**src/rtl/mem_arbiter_if.sv**
```systemverilog
// mem_arbiter_if: bundles the fetch port, the load/store port and the RAM
// side of mem_arbiter into one interface.
//
// Handshake: a requester raises *_req with its address (and store data/mask)
// and holds all of them stable until it sees *_ack. *_ack is a one-cycle
// completion pulse. The requester drops *_req in the cycle after *_ack.
// Read data (*_rdata) is valid while *_ack is high and is held until the
// next ack on the same port. On the RAM side, mem_en is a one-cycle strobe.
// The RAM samples mem_addr, mem_wdata and mem_wmask on the edge that ends the
// mem_en cycle and returns mem_rdata in the following cycle.
//
// Modports:
//   slave  - the arbiter's view (requests in, acks/data out, RAM bus out)
//   master - the core/RAM-model view (the mirror image)
interface mem_arbiter_if #(
  parameter int ADDR_W = 8
);
  logic              i_req;
  logic [ADDR_W-1:0] i_addr;
  logic [31:0]       i_rdata;
  logic              i_ack;

  logic              d_req;
  logic [ADDR_W-1:0] d_addr;
  logic [31:0]       d_wdata;
  logic [3:0]        d_wmask;
  logic [31:0]       d_rdata;
  logic              d_ack;

  logic [ADDR_W-1:0] mem_addr;
  logic [31:0]       mem_wdata;
  logic [3:0]        mem_wmask;
  logic              mem_en;
  logic [31:0]       mem_rdata;

  modport slave (
    input  i_req, i_addr, d_req, d_addr, d_wdata, d_wmask, mem_rdata,
    output i_rdata, i_ack, d_rdata, d_ack, mem_addr, mem_wdata, mem_wmask, mem_en
  );

  modport master (
    output i_req, i_addr, d_req, d_addr, d_wdata, d_wmask, mem_rdata,
    input  i_rdata, i_ack, d_rdata, d_ack, mem_addr, mem_wdata, mem_wmask, mem_en
  );
endinterface

```
**src/rtl/mem_arbiter.sv**
```systemverilog
// mem_arbiter: shares one single-ported, synchronous-read 32-bit word RAM
// between the instruction-fetch port (I, read-only) and the load/store port
// (D, read/write with byte mask). Every access is a fixed 4-cycle
// transaction IDLE -> ISSUE -> WAIT -> DONE. Simultaneous requests are
// served round-robin. After reset, I wins the first tie.
//
// Ports:
//   clk       - clock, rising edge
//   resetn    - synchronous, active-low reset
//   bus       - mem_arbiter_if.slave (I port, D port, RAM bus)
//   dbg_state - current FSM state (IDLE=0, ISSUE=1, WAIT=2, DONE=3)
module mem_arbiter #(
  parameter int ADDR_W = 8
) (
  input  logic          clk,
  input  logic          resetn,
  mem_arbiter_if.slave  bus,
  output logic [1:0]    dbg_state
);

  typedef enum logic [1:0] {
    IDLE  = 2'd0,
    ISSUE = 2'd1,
    WAIT  = 2'd2,
    DONE  = 2'd3
  } state_t;

  state_t            state;
  logic              last_grant_d;  // 1: D was granted last (reset value)
  logic              grant_d;       // winner of the transaction in flight
  logic              grant_wr;      // in-flight D access is a write
  logic              i_ack_q;
  logic              d_ack_q;
  logic [31:0]       i_rdata_q;
  logic [31:0]       d_rdata_q;
  logic              mem_en_q;
  logic [ADDR_W-1:0] mem_addr_q;
  logic [31:0]       mem_wdata_q;
  logic [3:0]        mem_wmask_q;
  logic              pick_d;

  // D wins when it is alone, or on a tie when I was granted last.
  assign pick_d = bus.d_req & (~bus.i_req | ~last_grant_d);

  always_ff @(posedge clk) begin
    if (!resetn) begin
      state        <= IDLE;
      last_grant_d <= 1'b1;
      grant_d      <= 1'b0;
      grant_wr     <= 1'b0;
      i_ack_q      <= 1'b0;
      d_ack_q      <= 1'b0;
      i_rdata_q    <= 32'd0;
      d_rdata_q    <= 32'd0;
      mem_en_q     <= 1'b0;
      mem_addr_q   <= '0;
      mem_wdata_q  <= 32'd0;
      mem_wmask_q  <= 4'd0;
    end else begin
      case (state)
        IDLE: begin
          if (bus.i_req || bus.d_req) begin
            grant_d      <= pick_d;
            last_grant_d <= pick_d;
            mem_en_q     <= 1'b1;
            if (pick_d) begin
              mem_addr_q  <= bus.d_addr;
              mem_wdata_q <= bus.d_wdata;
              mem_wmask_q <= bus.d_wmask;
              grant_wr    <= |bus.d_wmask;
            end else begin
              mem_addr_q  <= bus.i_addr;
              mem_wmask_q <= 4'd0;
              grant_wr    <= 1'b0;
            end
            state <= ISSUE;
          end
        end
        ISSUE: begin
          // The RAM takes the access on this edge. Drop the strobe and the
          // byte enables so nothing is written twice.
          mem_en_q    <= 1'b0;
          mem_wmask_q <= 4'd0;
          state       <= WAIT;
        end
        WAIT: begin
          if (grant_d) begin
            // A store leaves the last load value untouched.
            if (!grant_wr) begin
              d_rdata_q <= bus.mem_rdata;
            end
            d_ack_q <= 1'b1;
          end else begin
            i_rdata_q <= bus.mem_rdata;
            i_ack_q   <= 1'b1;
          end
          state <= DONE;
        end
        DONE: begin
          i_ack_q <= 1'b0;
          d_ack_q <= 1'b0;
          state   <= IDLE;
        end
        default: state <= IDLE;
      endcase
    end
  end

  assign bus.i_ack     = i_ack_q;
  assign bus.d_ack     = d_ack_q;
  assign bus.i_rdata   = i_rdata_q;
  assign bus.d_rdata   = d_rdata_q;
  assign bus.mem_en    = mem_en_q;
  assign bus.mem_addr  = mem_addr_q;
  assign bus.mem_wdata = mem_wdata_q;
  assign bus.mem_wmask = mem_wmask_q;
  assign dbg_state     = state;

endmodule

```
**src/flat_wrapper.sv**
```systemverilog
// flat-port wrapper written by rule: the top's interface ports become plain ports
module mem_arbiter_flat 
#(
  parameter int ADDR_W = 8
)
  (clk, resetn, dbg_state, bus_i_req, bus_i_addr, bus_d_req, bus_d_addr, bus_d_wdata, bus_d_wmask, bus_mem_rdata, bus_i_rdata, bus_i_ack, bus_d_rdata, bus_d_ack, bus_mem_addr, bus_mem_wdata, bus_mem_wmask, bus_mem_en);
  mem_arbiter_if #(.ADDR_W(ADDR_W)) bus_i ();
  input  logic clk;
  input  logic resetn;
  output logic [1:0] dbg_state;
  input wire logic [$bits(bus_i.i_req)-1:0] bus_i_req;
  input wire logic [$bits(bus_i.i_addr)-1:0] bus_i_addr;
  input wire logic [$bits(bus_i.d_req)-1:0] bus_d_req;
  input wire logic [$bits(bus_i.d_addr)-1:0] bus_d_addr;
  input wire logic [$bits(bus_i.d_wdata)-1:0] bus_d_wdata;
  input wire logic [$bits(bus_i.d_wmask)-1:0] bus_d_wmask;
  input wire logic [$bits(bus_i.mem_rdata)-1:0] bus_mem_rdata;
  output wire logic [$bits(bus_i.i_rdata)-1:0] bus_i_rdata;
  output wire logic [$bits(bus_i.i_ack)-1:0] bus_i_ack;
  output wire logic [$bits(bus_i.d_rdata)-1:0] bus_d_rdata;
  output wire logic [$bits(bus_i.d_ack)-1:0] bus_d_ack;
  output wire logic [$bits(bus_i.mem_addr)-1:0] bus_mem_addr;
  output wire logic [$bits(bus_i.mem_wdata)-1:0] bus_mem_wdata;
  output wire logic [$bits(bus_i.mem_wmask)-1:0] bus_mem_wmask;
  output wire logic [$bits(bus_i.mem_en)-1:0] bus_mem_en;
  assign bus_i.i_req = bus_i_req;
  assign bus_i.i_addr = bus_i_addr;
  assign bus_i.d_req = bus_d_req;
  assign bus_i.d_addr = bus_d_addr;
  assign bus_i.d_wdata = bus_d_wdata;
  assign bus_i.d_wmask = bus_d_wmask;
  assign bus_i.mem_rdata = bus_mem_rdata;
  assign bus_i_rdata = bus_i.i_rdata;
  assign bus_i_ack = bus_i.i_ack;
  assign bus_d_rdata = bus_i.d_rdata;
  assign bus_d_ack = bus_i.d_ack;
  assign bus_mem_addr = bus_i.mem_addr;
  assign bus_mem_wdata = bus_i.mem_wdata;
  assign bus_mem_wmask = bus_i.mem_wmask;
  assign bus_mem_en = bus_i.mem_en;
  mem_arbiter #(.ADDR_W(ADDR_W)) u_core (.clk(clk), .resetn(resetn), .bus(bus_i), .dbg_state(dbg_state));
endmodule
```
**config.mk**
```make
export PLATFORM = sky130hd
export DESIGN_NAME = mem_arbiter_flat
export DESIGN_NICKNAME = d
export VERILOG_FILES = /design/src/rtl/mem_arbiter_if.sv /design/src/rtl/mem_arbiter.sv /design/src/flat_wrapper.sv
export SDC_FILE = /design/constraint.sdc
export NUM_CORES = 1
export LEC_CHECK = 0
export CAP_MARGIN = 20
export CORE_ASPECT_RATIO = 0.75
export CORE_MARGIN = 2
export CORE_UTILIZATION = 41
export CTS_CLUSTER_DIAMETER = 200
export DETAILED_ROUTE_END_ITERATION = 8
export HOLD_SLACK_MARGIN = 0.05
export PLACE_DENSITY = 0.87
export SYNTH_ARGS = -nofsm -noshare
export SYNTH_HDL_FRONTEND = slang
export SYNTH_SLANG_ARGS = --single-unit
```
**constraint.sdc**
```tcl
create_clock -name clk -period 2.1 [get_ports clk]
set_clock_uncertainty 0.2 [all_clocks]
set_input_delay 0.63 -clock clk [delete_from_list [all_inputs] [get_ports clk]]
set_output_delay 0.63 -clock clk [all_outputs]
set_load 0.02 [all_outputs]
```
==> results.yml <==
die:
  core_um2: 10900
  ios: 201
  die-area_um2: 12000
  dieHeight_um: 95.4
  die_width_um: 126
  row_count: 33
  start_util_pct: 41.9
sta:
  drv_slew: 0
  max_freq_mhz: 498
  min_period_ps: 2010
  period_share_pct: 95.5
  fin_setup_tns_ps: 0
  max_slew_margin_pct: 71.8
  rsz0062_at_grt: "false"
  hold_viol: 0
  tightestPinTransition_ps: 423
  finalSetupViolCount: 0
yosys:
  syn_nets: 624
  synth_top_area_share_pct: 50.8
  synth_area_leaders: "dfxtp_1 51%, nand2_1 12%, a21boi_1 9.5%"
  synthFlopType: "dfxtp_1"
  synth_top_cell_by_area: "dfxtp_1"
  syn_area_um2: 4570
  avgSynthCellArea_um2: 8.59
  synth-seq-area-share_pct: 50.8
  yosysWarnings: 0
  synthArstFlopShare_pct: 0
  synthCells: 532
  synth_edf_count: 0
  post_synth_num_cell_types: 26
  synth_seq_cells: 116
clock_network:
  cts_sinks: 116
  clockBufferDepth: 2
  cts_made_buffers: 17
  cts_tree: "yes"
  cts_post_setup_buffers_inserted: 0
  h-tree-depth: 4
  hold_buffers: 0
  insertion_delay_ps: 400
  cts_resized: 113
  clkTransAtPathRegs_ps: 50
  root_buffer: "clkbuf_16"
drt:
  vias_per_cell: 5.17
  drc: 0
  drt_wl_total_mm: 13.5
  ant_nets: 0
  drt_first_pass_iters: 7
  routedWlPerCell_um: 15.4
  via_count: 4520
  drt_iter0_drc: 272
critical_path:
  path_buf_inv: 1
  critical_path.endpoint_type: "primary output"
  worst-endpoint-required_ps: 1270
  cp_top_family: "flip-flops"
  critPathSlowestCell: "dfxtp_1"
  start_kind: "flop"
  max_stage_delay_ps: 400
  critPathArrivalTime_ps: 1180
  crit_chain: "dlygate4sd2_1"
  cp_max_fo: 5
  crit_start: "u_core.dbg_state[1]$_SDFFE_PN0P_"
  reg2reg_from: "u_core.dbg_state[0]$_SDFFE_PN0P_"
  worst-setup-path-type: "reg -> out"
layout:
  drive_above_1_share_pct: 6.80
  final_area_um2: 7220
  syn_to_final_growth_pct: 58.0
  final_cells: 875
  fillers: 885
  final_util_pct: 66.2
  n_antenna_cell: 0
  nNetsFinal: 815
global_route:
  antenna_found_initial: 0
  grt_pass1_vias: 4379
  grt_pass1_wl_mm: 21.4
  grt_usage_pct: 22.3
  grt.overflow.total: 0
  grt_max_degree: 60
power:
  vdd_ir_drop_max_uv: 699
  powerDensity_nw_per_um2: 1150
  p_leak_nw: 3.13
  finalPower_mw: 8.31
flow_run:
  cap_viol_max_count: 0
hold_path:
  hold_start: "u_core.bus.i_rdata[11]$_SDFFE_PN0P_"
  hold_path.class: "reg -> reg"
placement:
  port_buffers: 200
  gp_congestion: 0.773
  dp.cells: 844
  place_hpwl_mm: 9.51
  place_area_um2: 6750
outcome:
  outcome: "completed"
-- cell families (layout without fill, tap and decap cells) --
group           count (synthesis)  after routing  synth area share (%)
flops                         116            116                  50.8
fa+ha+maj                       4              4                  1.10
mux                             1              1                 0.219
simple gates                  189            189                  17.3
buf+inv                        48            251                  5.09
compound gates                174            174                  25.4
-- state kept, by name, indices dropped and copies added, names as in the netlist --
signal	cells
u_core.bus.mem_wdata	32
u_core.last_grant_d	1
u_core.dbg_state	2
u_core.bus.mem_en	1
u_core.bus.d_ack	1
u_core.bus.mem_wmask	4
u_core.bus.i_ack	1
u_core.grant_wr	1
u_core.bus.mem_addr	8
u_core.bus.d_rdata	32
u_core.grant_d	1
u_core.bus.i_rdata	32
-- path summary, 6_finish.rpt --
check	endpoint	slack (ps)	cells after the start
max	dbg_state[1]	90	1
max reg2reg	u_core.bus.mem_wmask[3]$_SDFFE_PN0P_	220	5
min reg2reg	u_core.bus.i_rdata[11]$_SDFFE_PN0P_	250	2
min	u_core.bus.i_rdata[11]$_SDFFE_PN0P_	250	2
-- synth_stat cells (all sizes together), types with 3 or more instances --
cell and number:
inv 4, buf 21, clkbuf 23, ha 4
o21ai 47, a21oi 17, nor2 3, o21a 3
nor2b 3, nand2 141, nand3 33, nand4 4
dfxtp 116, a21boi 105
-- area by class of cell --
cell class | count | area (µm²) | share of cell area, %
inverter | 4 | 15.0 | 0.208
clock buffer | 21 | 460 | 6.38
tap | 140 | 175 | 2.43
timing repair buffer | 216 | 2080 | 28.8
sequential | 116 | 2320 | 32.2
clock inverter | 10 | 155 | 2.15
multi-input combinational | 368 | 2020 | 27.9
-- worst reg2reg max path: cells and delay by family, from the launching register on --
family	cells	cell delay (ps)
fa+ha+maj	1	430
flops	1	330
buf+inv	2	510
simple gates	1	140
compound gates	1	180
-- through the flow --
stage               setup WS [ps]  hold slack [ps]
finish                       93.9              249
global route                 27.0              273
CTS                          75.6              251
detailed placement           -126              247
global placement            -53.0              242
floorplan                     359              277
-- cell usage in the layout (no fill, tap or decap), drive strengths merged, types with 17 or more instances in the layout --
cell	count
clkdlybuf4s50	86
a21oi	17
a21boi	105
nand3	33
dlygate4sd2	113
nand2	141
buf	17
dfxtp	116
clkbuf	21
o21ai	47
-- metal layers --
layer	global-route usage, %	share of wire, %	vias up
met4	7.69	1.5	0
met2	38.6	50	181
met1	26.6	42	2148
met5	0	0	-
met3	6.73	6.6	14
li1	-	-	2177
-- where the power goes --
| part | total (mW) | switching [mW] | internal, mW |
|---|---|---|---|
| Combinational | 2.58 | 1.60 | 0.973 |
| Clock | 2.98 | 0.950 | 2.03 |
| Sequential | 2.75 | 0.193 | 2.56 |
| Total | 8.31 | 2.75 | 5.57 |
No activity file was read; power rests on OpenSTA's default activity.
